## src/rtl/alu_control_fsm_pkg.sv

```systemverilog
// alu_control_fsm_pkg: state, opcode, ALU-op and flag encodings shared by the RISC-Z control unit.
package alu_control_fsm_pkg;

  typedef enum logic [2:0] {
    S_FETCH,
    S_DECODE,
    S_EXEC,
    S_MEM,
    S_WB,
    S_HALT
  } state_e;

  typedef enum logic [3:0] {
    ALU_MOV  = 4'h0,
    ALU_ADD  = 4'h1,
    ALU_AND  = 4'h2,
    ALU_NAND = 4'h3,
    ALU_OR   = 4'h4,
    ALU_SUB  = 4'h5,
    ALU_SLL  = 4'h6,
    ALU_SLA  = 4'h7,
    ALU_SRL  = 4'h8,
    ALU_SRA  = 4'h9
  } alu_op_e;

  localparam logic [3:0] OP_LW   = 4'hA;
  localparam logic [3:0] OP_SW   = 4'hB;
  localparam logic [3:0] OP_BRZ  = 4'hC;
  localparam logic [3:0] OP_BRN  = 4'hD;
  localparam logic [3:0] OP_JMP  = 4'hE;
  localparam logic [3:0] OP_HALT = 4'hF;

  localparam int FLAG_N = 2;
  localparam int FLAG_Z = 1;
  localparam int FLAG_O = 0;

  function automatic logic is_alu_op(input logic [3:0] opc);
    return opc <= ALU_SRA;
  endfunction

endpackage

```

## src/rtl/alu_control_fsm_branch_cond.sv

```systemverilog
// alu_control_fsm_branch_cond: decides whether a control-transfer opcode redirects the PC.
module alu_control_fsm_branch_cond
  import alu_control_fsm_pkg::*;
(
  input  logic [3:0] opc,
  input  logic [2:0] flags,
  output logic       taken
);

  always_comb
    taken = ((opc == OP_BRZ) & flags[FLAG_Z]) |
            ((opc == OP_BRN) & flags[FLAG_N]) |
            (opc == OP_JMP);

endmodule

```

## src/rtl/alu_control_fsm.sv

```systemverilog
// alu_control_fsm: multi-cycle FETCH/DECODE/EXEC/MEM/WB sequencer for the 16-bit RISC-Z datapath.
module alu_control_fsm
  import alu_control_fsm_pkg::*;
#(
  parameter int DATA_W = 16,
  parameter int OPC_W  = 4
) (
  input  logic              clk,
  input  logic              reset,
  input  logic [DATA_W-1:0] instr,
  input  logic              mem_ready,
  input  logic              alu_n,
  input  logic              alu_z,
  input  logic              alu_o,
  output logic              alu_enable,
  output logic [OPC_W-1:0]  alu_op,
  output logic              alu_src_imm,
  output logic              ir_load,
  output logic              pc_inc,
  output logic              pc_load,
  output logic              mem_read,
  output logic              mem_write,
  output logic              mem_data_sel,
  output logic              reg_write,
  output logic              wb_sel,
  output logic [2:0]        flags,
  output logic              halted
);

  state_e             state_q, state_d;
  logic [OPC_W-1:0]   opc_q, opc_d;
  logic [2:0]         flags_q, flags_d;
  logic               init_q, init_d;
  logic               fetch, exec, mem, wb, alu_cls, lw, sw, ls, taken;
  logic               unused_instr;

  assign unused_instr = ^instr[DATA_W-OPC_W-1:0];

  // The cycle right after reset release is a quiet one: no fetch is issued.
  assign fetch   = !init_q & (state_q == S_FETCH);
  assign exec    = state_q == S_EXEC;
  assign mem     = state_q == S_MEM;
  assign wb      = state_q == S_WB;
  assign alu_cls = is_alu_op(opc_q);
  assign lw      = opc_q == OP_LW;
  assign sw      = opc_q == OP_SW;
  assign ls      = lw | sw;

  alu_control_fsm_branch_cond u_branch_cond (
    .opc   (opc_q),
    .flags (flags_q),
    .taken (taken)
  );

  always_comb begin
    state_d = state_q;
    opc_d   = opc_q;
    flags_d = flags_q;
    init_d  = 1'b0;
    if (!init_q)
      unique case (state_q)
        S_FETCH: if (mem_ready) begin
          opc_d   = instr[DATA_W-1 -: OPC_W];
          state_d = S_DECODE;
        end
        S_DECODE: state_d = S_EXEC;
        S_EXEC: begin
          if (alu_cls) begin
            flags_d[FLAG_N] = alu_n;
            flags_d[FLAG_Z] = alu_z;
            flags_d[FLAG_O] = alu_o;
          end
          state_d = alu_cls ? S_WB : ls ? S_MEM : (opc_q == OP_HALT) ? S_HALT : S_FETCH;
        end
        S_MEM:   state_d = mem_ready ? S_FETCH : S_MEM;
        S_WB:    state_d = S_FETCH;
        S_HALT:  state_d = S_HALT;
        default: state_d = S_FETCH;
      endcase
  end

  always_ff @(posedge clk or posedge reset)
    if (reset) begin
      state_q <= S_FETCH;
      opc_q   <= '0;
      flags_q <= '0;
      init_q  <= 1'b1;
    end else begin
      state_q <= state_d;
      opc_q   <= opc_d;
      flags_q <= flags_d;
      init_q  <= init_d;
    end

  // Address generation for LW/SW stays on the ALU through MEM so the address is stable during waits.
  assign alu_enable   = exec & (alu_cls | ls);
  assign alu_op       = (exec & alu_cls) ? opc_q : ((exec | mem) & ls) ? ALU_ADD : '0;
  assign alu_src_imm  = (exec | mem) & ls;
  assign ir_load      = fetch & mem_ready;
  assign pc_inc       = fetch & mem_ready;
  assign pc_load      = exec & taken;
  assign mem_read     = fetch | (mem & lw);
  assign mem_write    = mem & sw;
  assign mem_data_sel = mem;
  assign reg_write    = wb | (mem & lw & mem_ready);
  assign wb_sel       = mem & lw & mem_ready;
  assign flags        = flags_q;
  assign halted       = state_q == S_HALT;

endmodule

```

## config.mk

```make
export PLATFORM = sky130hd
export DESIGN_NAME = alu_control_fsm
export DESIGN_NICKNAME = d
export VERILOG_FILES = /design/src/rtl/alu_control_fsm_pkg.sv /design/src/rtl/alu_control_fsm_branch_cond.sv /design/src/rtl/alu_control_fsm.sv
export SDC_FILE = /design/constraint.sdc
export NUM_CORES = 1
export LEC_CHECK = 0
export BUFFER_PORTS_ARGS = -buffer_cell sky130_fd_sc_hd__buf_2
export CORE_MARGIN = 3
export CORE_UTILIZATION = 45
export CTS_CLUSTER_DIAMETER = 120
export DETAILED_ROUTE_END_ITERATION = 6
export PLACE_DENSITY = 0.93
export SLEW_MARGIN = 15
export SYNTH_ARGS = -nofsm -noshare
export SYNTH_HDL_FRONTEND = slang
export SYNTH_SLANG_ARGS = --single-unit
```

## constraint.sdc

```tcl
create_clock -name clk -period 2.6 [get_ports clk]
set_clock_uncertainty 0.2 [all_clocks]
set_input_delay 0.13 -clock clk [delete_from_list [all_inputs] [get_ports clk]]
set_output_delay 0.13 -clock clk [all_outputs]
set_load 0.005 [all_outputs]
```

# Word-level counts from Yosys, hierarchy flattened
# Index checks and enable logic that the tools add are counted.
[totals]
latchBits = 0
rom_bits = 0
ff_bits = 11
mem_count = 0
ram_bits = 0
output_inout_bits = 18
in_bits = 22
[op_classes]
shift = 0
n_reduce_logical = 5
n_lt_le_gt_ge = 1
mux = 8
multipliers = 0
div = 0
eq_ne = 12
add_sub_neg = 0
bitwise = 19
[op_table]
columns = ["operator", "n"]
rows = [
  ["$eq 4x4->1 const B", 6],
  ["$pmux 3 s5", 1],
  ["$mux 3", 4],
  ["$and 1x1->1", 11],
  ["$or 1x1->1", 7],
  ["$eq 3x2->1 const B", 2],
  ["$eq 3x3->1 const B", 2],
  ["$reduce_and 3->1", 2],
  ["$le 4x4->1 const B", 1],
  ["$mux 4", 1],
  ["$eq 3x1->1 const B", 1],
  ["$logic_not 3->1", 1],
  ["$mux 2", 1],
  ["$ne 2x2->1 const B", 1],
  ["$reduce_and 2->1", 1],
  ["$logic_not 1->1", 1],
  ["$mux 1", 1],
  ["$not 1->1", 1],
]

# Depth between registers and ports, before layout
# Gate-level depths: netlist of run 1.
[logic_depth]
word_depth = 5
mapped_depth = 4
ltp_nobuf = 3

# Cells and area by module
# Synthesis of run 1 repeated with hierarchy kept, for this count alone.
[hier_totals]
cells_unflattened = 67
hier_area_um2 = 694.4
[modules_own_cells]
columns = ["module", "instances", "seq_area_each_um2", "cells_each", "area_per_inst_um2"]
rows = [
  ["alu_control_fsm", 1, 276.5, 63, 670.6],
  ["alu_control_fsm_branch_cond", 1, 0.0, 4, 23.8],
]

# Worst setup path after synthesis of run 1
# No wires, ideal clock.
[synth_path]
kind = "reg-to-reg"
startpoint = "register state_q[0]"
endpoint = "register flags_q[0], in the netlist flags[0]"
synth_period_minus_slack_ps = 1673
setup_ps = 125
path_slack_ps = 927
path_stages_with_launch = 4
path_buffers = 0
t_arrival_ps = 1348
path_cell_list = "dfrtp_1 -> or3b_4 -> nor3b_4 -> mux2_2"
[synth_between]
elab_chain_cells = 2
[synth_lines]
columns = ["element", "line_no", "source"]
rows = [
  ["start: declaration", "alu_control_fsm.sv:30", "state_e state_q, state_d;"],
  ["start signal: assignment", "alu_control_fsm.sv:89", "state_q <= state_d;"],
  ["$eq 3x2->1", "alu_control_fsm.sv:61", "unique case (state_q)"],
  ["$reduce_and 3->1 (no line)", "--", ""],
  ["end signal: assignment", "alu_control_fsm.sv:91", "flags_q <= flags_d;"],
  ["end: declaration", "alu_control_fsm.sv:32", "logic [2:0] flags_q, flags_d;"],
]
# Every way passes these cells.
# A chain may end at the register's enable or synchronous reset.

# Worst setup path after layout of run 1
[layout_path]
startpoint = "register state_q[1]"
endpoint = "output port alu_op[1]"
[layout_between]
elab_chain_cells = 3
[layout_lines]
columns = ["element", "line_no", "source"]
rows = [
  ["$eq 3x2->1", "alu_control_fsm.sv:41", "assign exec = state_q == S_EXEC;"],
  ["$and 1x1->1", "alu_control_fsm.sv:97", "assign alu_op = (exec & alu_cls) ? opc_q : ((exec | mem) & ls) ? ALU_ADD : '0;"],
  ["$mux 4", "alu_control_fsm.sv:97", ""],
  ["end: declaration", "alu_control_fsm.sv:16", "output logic [OPC_W-1:0] alu_op,"],
]
# Every way passes these cells.

==> out/metrics.cfg, run 1 <==
[floorplan]
die_h_um=45.2
floorplan.die_area_um2=2040
placeableCoreArea_um2=1370
die_w_um=45.2
start_util=0.506
num_io_pins=40
row_count=13

[global_routing]
grt_first_pass_wirelength_um=3060
grt_antenna_before_repair=0
grt_usage=0.219
global_route.overflow_total=0
grt_start_max_net_pins=14
grt_pass1_vias=689

[timing]
timing.setup.tns_ns=0
rsz0062_at_grt=false
relative_slew_margins=0.663
fin_worst_hold_slack_ns=0.110
tightest_slew_ns=0.502
post-route-period-util=0.825
timing.final.max_slew_violations=0
finalSetupViolCount=0
timing.final.hold_violations=0
timing.final.crit_period_ns=2.14
fmax_mhz=466

[power]
maximum_resistive_drop_on_vdd_mv=0.692
p_leak_nw=0.484
pwr_density_cell_nw_per_um2=984

[clock_tree]
cts_buffer_depth=2
tritoncts.num_buffers=3
clk_latency_ns=0.28
tritoncts=built
clock_sink_count=11
h-tree-depth=1
post_cts_resized=0
path_clk_slew_ns=0.07
clockRootBuffer=clkbuf_4

[route]
route.layer.met1.wl_um=734
drc_markers=0
antenna_violating_nets_post_route=0
maxUsedRoutingLayer=met4
drt-vias-per-instance=5.73
num_vias=693
drt_pre_antenna_iters=4
routed_wire_length_per_instance_um=15.2
dr_wl_met2_um=992
finalWirelength_um=1850
drt_iter0_drc=14
detailroute.wirelength.met3_um=85

[hold_path]
worst_hold_path.endpoint=state_q[1]$_DFFE_PP0P_
hold_path_class=primary input to flop
min_path_cells=4
min_delay_startpoint=mem_ready

[placed_design]
dp.final_hpwl_um=1150
detailed_place.area_um2=826
placed_cells_incl_taps=109
buffer_ports.inserted=27
globalplace.congestion=0.787

[worst_setup_path]
r2r_cells=3
worst_r2r_startpoint=state_q[1]$_DFFE_PP0P_
crit_path_top_delay_cell=dfrtp_1
worst-path-buf-inv=1
required_ns=2.27
setup.worst_path.start_class=flop
criticalPathCategory=flop to output port
worst_path_largest_cell_delay_ns=0.55
cp_max_fo=13
ff2ff_setup_slack_ns=0.67
timing.critical_path.cells=or3b_4 -> nor2b_1 -> and2_1 -> buf_2
endpoint_kind=output port
critical-path-top-delay-family=simple AND/OR/NAND/NOR gates
cp.arrival_ns=1.81
critical_register_to_register_path_endpoint=flags[0]$_DFFE_PP0P_

[layout]
design.final.nets=129
stdcell_count=121
post-route-util=0.682
flow.area_growth_from_synthesis_pct=34.7
n_antenna_cell=0
nFillCells=111
final_layout_size_suffix_gt1_frac=0.387
layout.cell_area.non_filler_um2=932

[synth]
synthesis.yosys.warnings=0
synth-main-ff-cell=dfrtp_1
synth-seq-cells=11
synth_enable_flop_cells=0
post_synthesis_net_count=93
async_reset_ff_frac=1.00
syn_area_per_cell_um2=9.75
mappedNetlistArea_um2=692
synth.yosys.seq_area_share=0.400
yosysUniqueCellTypes=34
post_synth_inst_count=71

[run_status]
run_status=finished clean

[flow_run]
reported_max_cap_violation_count=0

## cells in the mapped netlist (2+ instances only)
| library cell | instances | share of area |
|---|---|---|
| dfrtp_1 | 10 | 0.36 |
| nand3_1 | 2 | 0.014 |
| clkbuf_1 | 2 | 0.011 |
| nor2b_1 | 5 | 0.045 |
| nand2_1 | 2 | 0.011 |
| mux2_2 | 7 | 0.11 |
| nand2b_1 | 3 | 0.027 |
| inv_1 | 4 | 0.022 |
| and2_1 | 4 | 0.036 |
| and3_1 | 2 | 0.018 |
| nor3_1 | 3 | 0.022 |
| nor2_1 | 5 | 0.027 |
## registers in the layout (all words and copies together) (netlist names)
name     cells
flags        3
init_q       1
opc_q        4
state_q      3
## layer usage
layer / up-vias / track usage
met4: 0 / 0.158
met3: 4 / 0.0438
met5: - / 0
li1: 327 / -
met1: 339 / 0.222
met2: 23 / 0.393
## cell families after synthesis
| logic type | Yosys count | share of synthesized area |
|---|---|---|
| other | 1 | 0.00542 |
| AND/OR/NAND/NOR | 31 | 0.282 |
| buffers and inverters | 8 | 0.0506 |
| multiplexers | 7 | 0.114 |
| flip-flops | 11 | 0.400 |
| AO/OA/AOI/OAI | 13 | 0.148 |
## worst max-delay path by stage
stage | from | endpoint | slack (ns) | cells after the start
after global placement | state_q[1]$_DFFE_PP0P_ | flags[0]$_DFFE_PP0P_ | 0.71 | 3
after detailed placement | state_q[1]$_DFFE_PP0P_ | flags[0]$_DFFE_PP0P_ | 0.69 | 3
final | state_q[1]$_DFFE_PP0P_ | alu_op[1] | 0.46 | 4
after floorplan | state_q[0]$_DFFE_PP0P_ | flags[0]$_DFFE_PP0P_ | 0.93 | 3
after CTS | state_q[1]$_DFFE_PP0P_ | alu_op[1] | 0.46 | 4
after global routing | state_q[1]$_DFFE_PP0P_ | alu_op[2] | 0.31 | 4
## repair_timing
item                      4_1_cts  5_1_grt
hold endpoints to repair       18        0
setup buffers                   0        0
hold buffers                    8        0
## metrics by stage
step / setup slack, ns / total power [mW]
global route: 0.308 / 0.996
floorplan: 0.927 / 0.638
CTS: 0.464 / 0.905
global placement: 0.709 / 0.756
finish: 0.456 / 0.917
detailed placement: 0.686 / 0.775
## cells in the final DEF, fill, tap and decap left out, types with 2 or more instances in the layout
| cell | instances |
|---|---|
| nor2_1 | 5 |
| dfrtp_1 | 10 |
| and3_1 | 2 |
| nand2_1 | 2 |
| and2_1 | 4 |
| clkbuf_4 | 3 |
| nor3_1 | 3 |
| dlygate4sd3_1 | 8 |
| nand2b_1 | 3 |
| buf_2 | 27 |
| nor2b_1 | 5 |
| nand3_1 | 2 |
| inv_1 | 4 |
| mux2_2 | 7 |
## cell type report
cell class | count | area [um2] | area share
sequential | 11 | 277 | 0.297
clock buffer | 4 | 26.3 | 0.0282
multi-input combinational | 52 | 380 | 0.408
tap | 15 | 18.8 | 0.0201
inverter | 4 | 15.0 | 0.0161
timing repair buffer | 35 | 215 | 0.231
## worst reg2reg max path, delay by kind of cell (launching register included)
| kind | cells | cell delay, ns |
|---|---|---|
| flops | 1 | 0.55 |
| mux | 1 | 0.36 |
| simple gates | 2 | 0.70 |
## where the power goes
group / total [mW] / internal (mW) / switching, mW
registers: 0.397 / 0.248 / 0.149
logic: 0.401 / 0.234 / 0.167
clock network: 0.120 / 0.0596 / 0.0602
No activity file was read; power rests on OpenSTA's default activity.
==> run 2, diff against run 1 <==
Settings changed: CORE_UTILIZATION 45 to 42, PLACE_DENSITY 0.93 to 0.88.
Clock period 2.6 ns to 2.01 ns, I/O delays scaled along.
==> run 2 against run 1 <==
Against the previous run: die area grew 6.2%; sequential power rose by 13%; final cell count up 3.3%; critical path type unchanged; highest routed layer is now met3.
==> out/metrics.cfg, run 2 (same netlist as run 1, synthesis figures left out) <==
[run_status]
run_status=finished clean

[clock_tree]
clock_sink_count=11  ; unchanged
clk_latency_ns=0.26  ; -0.02 ns
cts_post_setup_buffers_inserted=0  ; unchanged
clockRootBuffer=clkbuf_4
tritoncts.num_buffers=3  ; unchanged
tritoncts=built
cts_buffer_depth=2  ; unchanged
path_clk_slew_ns=0.06  ; about the same
h-tree-depth=1  ; unchanged

[floorplan]
row_count=14  ; +1
die_h_um=46.6  ; +3.1%
num_io_pins=40  ; unchanged
floorplan.die_area_um2=2170  ; +6.2%
placeableCoreArea_um2=1520  ; +12%
start_util=0.454  ; -0.0524
die_w_um=46.6  ; +3.1%

[power]
p_int_mw=0.737  ; +36%
maximum_resistive_drop_on_vdd_mv=0.726  ; +4.9%
power.sequential.fraction=0.369  ; -0.063
power.share.combinational=0.514  ; +0.077
p_switching_mw=0.479  ; +28%
swShare=0.394  ; -0.0151
pwr_density_cell_nw_per_um2=1260  ; +28%
p_clk_frac=0.117  ; -0.014
p_leak_nw=0.503  ; +3.9%

[timing]
fmax_mhz=549
timing.setup.tns_ns=0  ; unchanged
timing.final.crit_period_ns=1.82
finalSetupViolCount=0  ; unchanged
rsz0062_at_grt=false
timing.final.hold_violations=0  ; unchanged
post-route-period-util=0.906
timing.final.max_slew_violations=0  ; unchanged

[layout]
final_layout_size_suffix_gt1_frac=0.422  ; +0.0352
largest_register_ffs=4  ; unchanged
flow.area_growth_from_synthesis_pct=39.2
highest_count_cells_in_the_layout_ignoring_fill_and_taps=buf_2, dfrtp_1, dlygate4sd3_1
multiInputGateArea_um2=388  ; +2.0%
regMostFlops=opc_q
n_antenna_cell=0  ; unchanged
nFillCells=113  ; +1.8%
post-route-util=0.632  ; -0.0501
mostFrequentLayoutCell=buf_2
stdcell_count=125  ; +3.3%
layout.cell_area.non_filler_um2=963  ; +3.4%
sequential_cell_area_um2=277  ; unchanged
design.final.nets=132  ; +2.3%

[worst_setup_path]
critical-path-top-delay-family=simple AND/OR/NAND/NOR gates
criticalPathCategory=flop to output port
cp.arrival_ns=1.52  ; -0.29 ns
worst_path_largest_cell_delay_ns=0.44  ; -0.11 ns
timing.critical_path.cells=or3b_4 -> nor2b_2 -> and2_1 -> buf_2
endpoint_kind=output port
cp_max_fo=5  ; -8
required_ns=1.71  ; -0.56 ns
worst-path-buf-inv=1  ; unchanged
crit_path_top_delay_cell=or3b_4
setup.worst_path.start_class=flop

[route]
finalWirelength_um=1670  ; -9.6%
num_vias=661  ; -4.6%
drc_markers=0  ; unchanged
routed_wire_length_per_instance_um=13.3  ; -12%
antenna_violating_nets_post_route=0  ; unchanged
drt_pre_antenna_iters=4  ; unchanged
drt_iter0_drc=11  ; -3
drt-vias-per-instance=5.29  ; -7.7%

[placed_design]
detailed_place.area_um2=850  ; +2.9%
dp.final_hpwl_um=1180  ; +2.3%
placed_cells_incl_taps=113  ; +3.7%
globalplace.congestion=0.712  ; -9.5%
buffer_ports.inserted=27  ; unchanged

[flow_run]
reported_max_cap_violation_count=0  ; unchanged

[global_routing]
grt_first_pass_wirelength_um=2500  ; -18%
grt_antenna_before_repair=0  ; unchanged
grt_start_max_net_pins=13  ; -1
global_route.overflow_total=0  ; unchanged
grt_pass1_vias=557  ; -19%
grt_usage=0.166  ; -0.0531

[hold_path]
hold_path_class=primary input to flop

-- run 2: changes by cell type in the layout (fill, tap and decap cells not counted) --
cell     delta
buf_4       +3
nor2b_1     -1
nor2b_2     +1
nor3_1      -1
nor3_2      +1
-- run 2: metrics by stage --
step	total power [mW]	setup WS, ns	hold slack [ns]
4_1_cts	1.21	0.0770	0.0940
2_1_floorplan	0.825	0.337	-0.248
5_1_grt	1.32	0.0536	0.173
6_report	1.22	0.189	0.109
3_5_place_dp	1.05	0.279	-0.0989
3_3_place_gp	1.02	0.306	-0.104
-- run 2: final timing paths --
kind / startpoint / end / slack (ns) / cells after the start
max: state_q[0]$_DFFE_PP0P_ / alu_op[3] / 0.19 / 4
min: mem_ready / state_q[1]$_DFFE_PP0P_ / 0.11 / 4
max reg2reg: state_q[0]$_DFFE_PP0P_ / flags[2]$_DFFE_PP0P_ / 0.28 / 3
min reg2reg: flags[0]$_DFFE_PP0P_ / flags[0]$_DFFE_PP0P_ / 0.32 / 1
max in group asynchronous: reset / init_q$_DFF_PP1_ / 1.12 / 3
min in group asynchronous: reset / flags[2]$_DFFE_PP0P_ / 0.16 / 3
-- run 2: timing repair --
action | CTS | global route
setup endpoints to repair | 0 | 2
hold buffers | 8 | 0
endpoints found under the hold margin | 18 | 0
resized for setup | 0 | 2
-- run 2: metal layers --
layer / routed length [um] / global-route usage / part of all wire / vias up
met5: 0 / 0 / 0 / -
met4: 0 / 0.0341 / 0 / 0
met3: 97 / 0.0234 / 0.058 / 0
met2: 815 / 0.302 / 0.49 / 25
met1: 754 / 0.205 / 0.45 / 300
li1: - / - / - / 336
-- run 2: worst min-delay path, delay by kind of cell --
family          cells  cell delay (ns)
simple gates        2             0.20
compound gates      1             0.09
buf+inv             1             0.14
-- run 2: area by class of cell --
class / instances / area share
clock buffer: 4 / 0.0273
multi-input combinational: 52 / 0.403
inverter: 4 / 0.0156
timing repair buffer: 38 / 0.247
tap: 16 / 0.0208
sequential: 11 / 0.287
-- run 2: power by group through the flow --
stage	Combinational (mW)	Sequential, mW	Clock [mW]
final	0.625	0.449	0.142
after global routing	0.693	0.465	0.164
after CTS	0.621	0.443	0.145
after detailed placement	0.608	0.447	0
after global placement	0.582	0.436	0
after floorplan	0.409	0.416	0
